## src/rtl/enc_pkg.sv

```systemverilog
// enc_pkg: shared defaults, FSM state codes and popcount helper for enc4to2_seq
//   DEF_N / DEF_AW : default request width and index width
//   ST_IDLE / ST_SERVE : state register encodings
//   popcount(v, n) : number of set bits among the low n bits of v
package enc_pkg;
    localparam int DEF_N = 4;
    localparam int DEF_AW = 2;
    localparam logic ST_IDLE = 1'b0;
    localparam logic ST_SERVE = 1'b1;
    function automatic int popcount(input logic [63:0] v, input int n);
        int c;
        c = 0;
        for (int i = 0; i < 64; i++) c += (i < n && v[i]) ? 1 : 0;
        return c;
    endfunction
endpackage

```

## src/rtl/lsb_find.sv

```systemverilog
// lsb_find: combinational lowest-set-bit locator
//   vec : input request vector
//   idx : index of the lowest set bit of vec (0 when vec is empty)
//   any : vec has at least one bit set
module lsb_find #(
    parameter int N = 4,
    parameter int AW = 2
) (
    input  logic [N-1:0]  vec,
    output logic [AW-1:0] idx,
    output logic          any
);
    always_comb begin
        idx = '0;
        any = |vec;
        // scanning downward lets the lowest set bit win
        for (int i = N - 1; i >= 0; i--) if (vec[i]) idx = AW'(i);
    end
endmodule

```

## src/rtl/enc4to2_seq.sv

```systemverilog
// enc4to2_seq: streams the binary index of every set request bit, lowest first
//   clk, rst_n        : clock, synchronous active-low reset
//   en                : global enable; low blocks acceptance and pauses output
//   s, s_valid, s_ready : multi-hot request word handshake
//   a, a_valid, a_ready : index output handshake
//   remain            : indices still to emit, including the one on a
//   zero_err          : one-cycle pulse when an all-zero word is accepted
//   busy              : serving a word
module enc4to2_seq
    import enc_pkg::*;
#(
    parameter int N = DEF_N,
    parameter int AW = DEF_AW
) (
    input  logic          clk,
    input  logic          rst_n,
    input  logic          en,
    input  logic [N-1:0]  s,
    input  logic          s_valid,
    output logic          s_ready,
    output logic [AW-1:0] a,
    output logic          a_valid,
    input  logic          a_ready,
    output logic [AW:0]   remain,
    output logic          zero_err,
    output logic          busy
);
    logic          state, state_d;
    logic [N-1:0]  pending, pending_d, pend_next;
    logic [AW-1:0] a_d, s_idx, n_idx;
    logic [AW:0]   remain_d;
    logic          a_valid_d, zero_err_d, s_any, n_any, accept;

    assign s_ready = (state == ST_IDLE) && en;
    assign busy = (state == ST_SERVE);
    assign accept = s_valid && s_ready;
    // pending with the index currently on a already delivered
    assign pend_next = pending & ~(N'(1) << a);

    lsb_find #(.N(N), .AW(AW)) u_load (.vec(s), .idx(s_idx), .any(s_any));
    lsb_find #(.N(N), .AW(AW)) u_next (.vec(pend_next), .idx(n_idx), .any(n_any));

    always_comb begin
        state_d = state;
        pending_d = pending;
        a_d = a;
        a_valid_d = a_valid;
        remain_d = remain;
        zero_err_d = 1'b0;
        if (state == ST_IDLE) begin
            zero_err_d = accept && !s_any;
            if (accept && s_any) begin
                pending_d = s;
                remain_d = (AW+1)'(popcount(64'(s), N));
                a_d = s_idx;
                a_valid_d = 1'b1;
                state_d = ST_SERVE;
            end
        end else if (!en) begin
            a_valid_d = 1'b0;
        end else if (!a_valid) begin
            // resuming after a pause re-presents the held index
            a_valid_d = 1'b1;
        end else if (a_ready) begin
            pending_d = pend_next;
            remain_d = remain - (AW+1)'(1);
            a_d = n_any ? n_idx : a;
            a_valid_d = n_any;
            state_d = n_any ? ST_SERVE : ST_IDLE;
        end
    end

    always_ff @(posedge clk) begin
        if (!rst_n) begin
            state <= ST_IDLE;
            pending <= '0;
            a <= '0;
            a_valid <= 1'b0;
            remain <= '0;
            zero_err <= 1'b0;
        end else begin
            state <= state_d;
            pending <= pending_d;
            a <= a_d;
            a_valid <= a_valid_d;
            remain <= remain_d;
            zero_err <= zero_err_d;
        end
    end
endmodule
```

## config.mk

```make
export PLATFORM = sky130hd
export DESIGN_NAME = enc4to2_seq
export DESIGN_NICKNAME = d
export VERILOG_FILES = /design/src/rtl/enc_pkg.sv /design/src/rtl/lsb_find.sv /design/src/rtl/enc4to2_seq.sv
export SDC_FILE = /design/constraint.sdc
export NUM_CORES = 1
export LEC_CHECK = 0
export ABC_AREA = 1
export BUFFER_PORTS_ARGS = -buffer_cell sky130_fd_sc_hd__buf_2
export CORE_MARGIN = 2
export CORE_UTILIZATION = 25
export CTS_BUF_LIST = sky130_fd_sc_hd__clkbuf_4 sky130_fd_sc_hd__clkbuf_8
export CTS_CLUSTER_SIZE = 8
export DETAILED_ROUTE_END_ITERATION = 10
export PLACE_DENSITY = 0.54
export SLEW_MARGIN = 10
export SYNTH_ARGS = -nofsm -noshare
export SYNTH_HDL_FRONTEND = slang
export SYNTH_SLANG_ARGS = --single-unit
```

## constraint.sdc

```tcl
create_clock -name clk -period 4.1 [get_ports clk]
set_input_delay 0.615 -clock clk [delete_from_list [all_inputs] [get_ports clk]]
set_output_delay 0.615 -clock clk [all_outputs]
set_load 0.01 [all_outputs]
```

Word-level counts from Yosys, hierarchy flattened --
Cells that the tools add are included.
Word-level totals: register bits after elaboration 12, word-level logic and storage cells 69, output and inout bits 9, input bits 9
Operators by class: multiplexer cells 39, bitwise logic cells 4, eq/ne operators 4, shift-type cells 1, $add $sub $neg 4, reduce and logical (&&, ||, !) cells 11
Operators with widths (number):
- $mux 2 | 14
- $mux 4 | 5
- $mux 1 | 15
- $mux 3 | 5
- $reduce_or 4->1 | 2
- $ne 2x2->1 const B | 3
- $reduce_and 5->1 | 1
- $and 4x4->4 | 1
- $logic_and 1x1->1 | 4
- $not 4->4 | 1
- $reduce_and 4->1 | 1
- $shl 1x2->4 const A | 1
- $add 2x1->3 | 1
- $add 3x1->3 | 1
- $sub 3x1->3 const B | 1
- $add 1x1->2 | 1
- $ne 2x1->1 const B | 1
- $not 1->1 | 2
- $reduce_bool 2->1 | 1
- $reduce_or 2->1 | 1
- $logic_not 1->1 | 1

Logic depth before layout (Yosys ltp) --
depth after elaboration 12, depth in mapped cells 10, gate-level depth less buffers 10

Cells and area by module --
Synthesis repeated with hierarchy kept, for this count alone.
Second synthesis, totals: cell total of the unflattened synthesis 145, area total of the unflattened synthesis 883.3 sq um
Modules (own cells, without submodules):
- enc4to2_seq | cells each 127, seq. area each 240.2 sq um, area an instance 790.8 sq um, instances 1
- lsb_find | cells each 9, seq. area each 0.0 sq um, area an instance 46.3 sq um, instances 2

Worst setup path before layout --
Ideal clock, no wire load.
path type in2reg, from input s[0], to register remain[1], path slack 2.051 ns, library setup time 0.119 ns, data required time 3.981 ns, cell stages on the path 9, data arrival time 1.931 ns, buffers on the path 0, path through inv_1 fa_1 inv_1 ha_1 ha_1 nand2_1 o21ai_0 o21ai_1 a21oi_1
On the way: longest elaborated chain between the ends 6, elaborated cells on any way between the ends 10, classes of those cells add/sub (3); mux (3); reduce/logical (4)
Ends and longest elaborated chain:
- start, declared | line enc4to2_seq.sv:18 | input logic [N-1:0] s,
- $mux 1 | line enc_pkg.sv:13 | for (int i = 0; i < 64; i++) c += (i < n && v[i]) ? 1 : 0;
- $add 1x1->2 | line enc_pkg.sv:13
- $add 2x1->3 | line enc_pkg.sv:13
- $add 3x1->3 | line enc_pkg.sv:13
- $mux 3 | line enc4to2_seq.sv:52 | if (accept && s_any) begin
- $mux 3 | line enc4to2_seq.sv:50 | if (state == ST_IDLE) begin
- end signal, assigned | line enc4to2_seq.sv:86 | remain <= remain_d;
- end, declared | line enc4to2_seq.sv:24 | output logic [AW:0] remain,
Parallel ways exist; a longest one is shown, timed or not. The select of a mux whose other input is x is not followed. A chain may end at the register's enable or synchronous reset.

Worst setup path in the final report --
from input s[1], to register remain[1]
Same word-level chain as after synthesis.

==> flow_metrics.py <==
metrics = {
    "clocking": {
        "numCtsBuffers": 3,
        "cts.sinks": 12,
        "cts_tree": "yes",
        "cts_setup_buffers": 0,
        "clockBufferDepth": 2,
        "cts_hold_buf": 0,
        "cts-root-buf": "clkbuf_4",
        "clk_pin_slew_ns": 0.08,
        "worstSkewPairLatency_ns": 0.28,
        "cts_resized": 0,
        "htreeDepth": 1,
    },
    "yosys": {
        "synth_top_area_frac": 0.308,
        "synth_largest_area_cell": "dfxtp_1",
        "ys_ff_latch": 12,
        "seq_area_frac_synth": 0.308,
        "ys.flop_type": "dfxtp_1",
        "yosysUniqueCellTypes": 22,
        "avgSynthCellArea_um2": 6.61,
        "netlist_top_cells_area": "dfxtp_1, nand2_1, inv_1",
        "async_flop_share": 0,
        "syn-num-nets": 132,
        "synth-edff-count": 0,
        "syn_area_um2": 779,
        "syn-instance-count": 118,
        "yosys_warnings": 0,
    },
    "die": {
        "core_area_um2": 3000,
        "die_width_um": 59.8,
        "fp.dieH_um": 59.8,
        "core.rowCount": 20,
        "die_area_um2": 3580,
        "pin_count": 18,
        "start_util": 0.260,
    },
    "power": {
        "ir_drop_mv": 0.0882,
        "powerDensity_nw_per_um2": 359,
        "totalPowerFinal_w": 0.000336,
        "p_leak_nw": 0.486,
    },
    "drt": {
        "vias_per_cell": 4.55,
        "routed_wl_um": 1800,
        "final_antenna_net_count": 0,
        "drt_iter0_drc": 17,
        "wl_per_cell_um": 10.6,
        "dr.pass1.iters": 4,
        "drc_errors": 0,
        "via_count": 773,
    },
    "placement": {
        "io_buffers": 17,
        "dpl.cell_count": 166,
        "place.gp.congestion": 0.827,
        "dp_hpwl_um": 1410,
    },
    "layout": {
        "fin_cells": 170,
        "fin_util": 0.311,
        "drive_gt1_frac": 0.212,
        "areaGrowthSynthToFinish_pct": 19.9,
        "nets": 152,
        "antenna_cells": 0,
    },
    "critical_path": {
        "cp-end-kind": "flop",
        "r2r_slack_ns": 2.61,
        "r2r-start": "busy",
        "cp_max_fo": 3,
        "critPathTopFamily": "adder cells",
        "path_cells": "buf_2 > inv_1 > fa_1 > inv_1 > ha_1 > ha_1 > nand2_1 > o21ai_0 > o21ai_1 > a21oi_1",
        "timing.critical_path.buf_inv": 3,
        "critPathLaunchType": "primary input",
        "critPathKind": "primary input to flop",
        "cp.arrival_ns": 2.12,
        "crit_path_top_delay_cell": "fa_1",
        "r2r-end": "a[0]",
        "cp_slowest_stage_delay_ns": 0.51,
        "crit_required_ns": 4.27,
        "reg2reg_depth": 8,
    },
    "timing": {
        "setup_tns_ns": 0,
        "post-route-period-util": 0.476,
        "worst-slew-pin-transition_ns": 0.315,
        "slew_headroom": 0.790,
        "hold_ws_ns": 0.481,
        "final_hold_viol_count": 0,
        "rsz0062_at_grt": "false",
        "maxSlewViolCount": 0,
        "timing.fmax_mhz": 513,
        "setup_viol": 0,
        "post-route-min-period_ns": 1.95,
        "skew_ns": 0.00635,
    },
    "global_routing": {
        "grt_pass1_wl_um": 3210,
        "grt.total_usage": 0.122,
        "antenna_found_initial": 0,
        "grt_pass1_vias": 718,
        "grt_overflow": 0,
        "grt_max_degree": 15,
    },
    "worst_hold_path": {
        "whs_endpoint": "remain[1]",
        "min_from": "remain[1]",
        "min_path_type": "flop to flop",
        "holdPathStages": 2,
    },
    "status": {
        "run_status": "finished clean",
    },
    "job": {
        "drv_cap": 0,
    },
}
==> how the worst max path moves through the flow <==
stage                     slack, ns   endpoint  cells past startpoint  startpoint
final                          2.15  remain[1]                     10        s[1]
after global routing           2.04  remain[1]                     10        s[1]
after CTS                      2.15  remain[1]                     10        s[0]
after global placement         1.89  remain[1]                     10        s[0]
after floorplan                2.05  remain[1]                      9        s[0]
after detailed placement       1.85  remain[1]                     10        s[0]
==> area by class of cell <==
class / count / area [um2]
Clock buffer: 4 / 36.3
Inverter: 17 / 66.3
Tap cell: 33 / 41.3
Timing Repair Buffer: 17 / 85.1
Sequential cell: 12 / 240
Multi-Input combinational cell: 87 / 465
Fill cell: 349 / 2070
==> state kept, by name, indices dropped and copies added, names as in the netlist <==
register and cells:
remain 3, a_valid 1, busy 1, pending 4
a 2, zero_err 1
==> layout by cell type (no fill, tap or decap), drive strengths merged <==
cell	count
a21oi	7
and2	1
buf	17
clkbuf	4
dfxtp	12
fa	1
ha	4
inv	17
nand2	39
nand3	2
nand4	1
nor2	14
nor4	1
o21ai	15
o22ai	1
xnor2	1
==> routing by layer <==
metal | global-route usage | routed length, um
met1 | 0.156 | 870
met2 | 0.191 | 828
met3 | 0.0260 | 63
met4 | 0.0667 | 40
met5 | 0 | 0
==> tightest hold or removal path: cells and delay by family, from the launching register on <==
kind            cells  cell delay (ns)
flops               1             0.32
buf+inv             1             0.07
compound gates      1             0.06
==> cells in the mapped netlist, types with 2 or more instances <==
cell and count:
o21ai_0 11, inv_1 16, dfxtp_1 12, nand2_1 35, ha_1 4, a21oi_1 5
nand2_2 2, nor2_1 13, o21ai_1 4, clkbuf_1 2, nand3_1 2, nand2_4 2
==> power by group <==
| part | total [W] | leakage [nW] | switching (W) | internal [W] |
|---|---|---|---|---|
| sequential | 0.000140 | 0.0986 | 0.0000108 | 0.000129 |
| clock | 0.0000976 | 0.0210 | 0.0000436 | 0.0000540 |
| combinational | 0.0000986 | 0.366 | 0.0000604 | 0.0000382 |
| total | 0.000336 | 0.486 | 0.000115 | 0.000221 |
==> metrics by stage <==
step	setup WS, ns	area, um2
5_1_grt	2.04	935
4_1_cts	2.15	935
3_3_place_gp	1.89	898
2_1_floorplan	2.05	779
3_5_place_dp	1.85	898
6_report	2.15	935
==> logic make-up after synthesis <==
| group | count (synthesis) | synth area share |
|---|---|---|
| XOR/XNOR | 1 | 0.0112 |
| AND/OR/NAND/NOR | 58 | 0.327 |
| adder cells (fa/ha/maj) | 5 | 0.0899 |
| buffers and inverters | 19 | 0.0947 |
| flip-flops | 12 | 0.308 |
| AO/OA/AOI/OAI | 23 | 0.169 |
No activity file was read; power rests on OpenSTA's default activity.
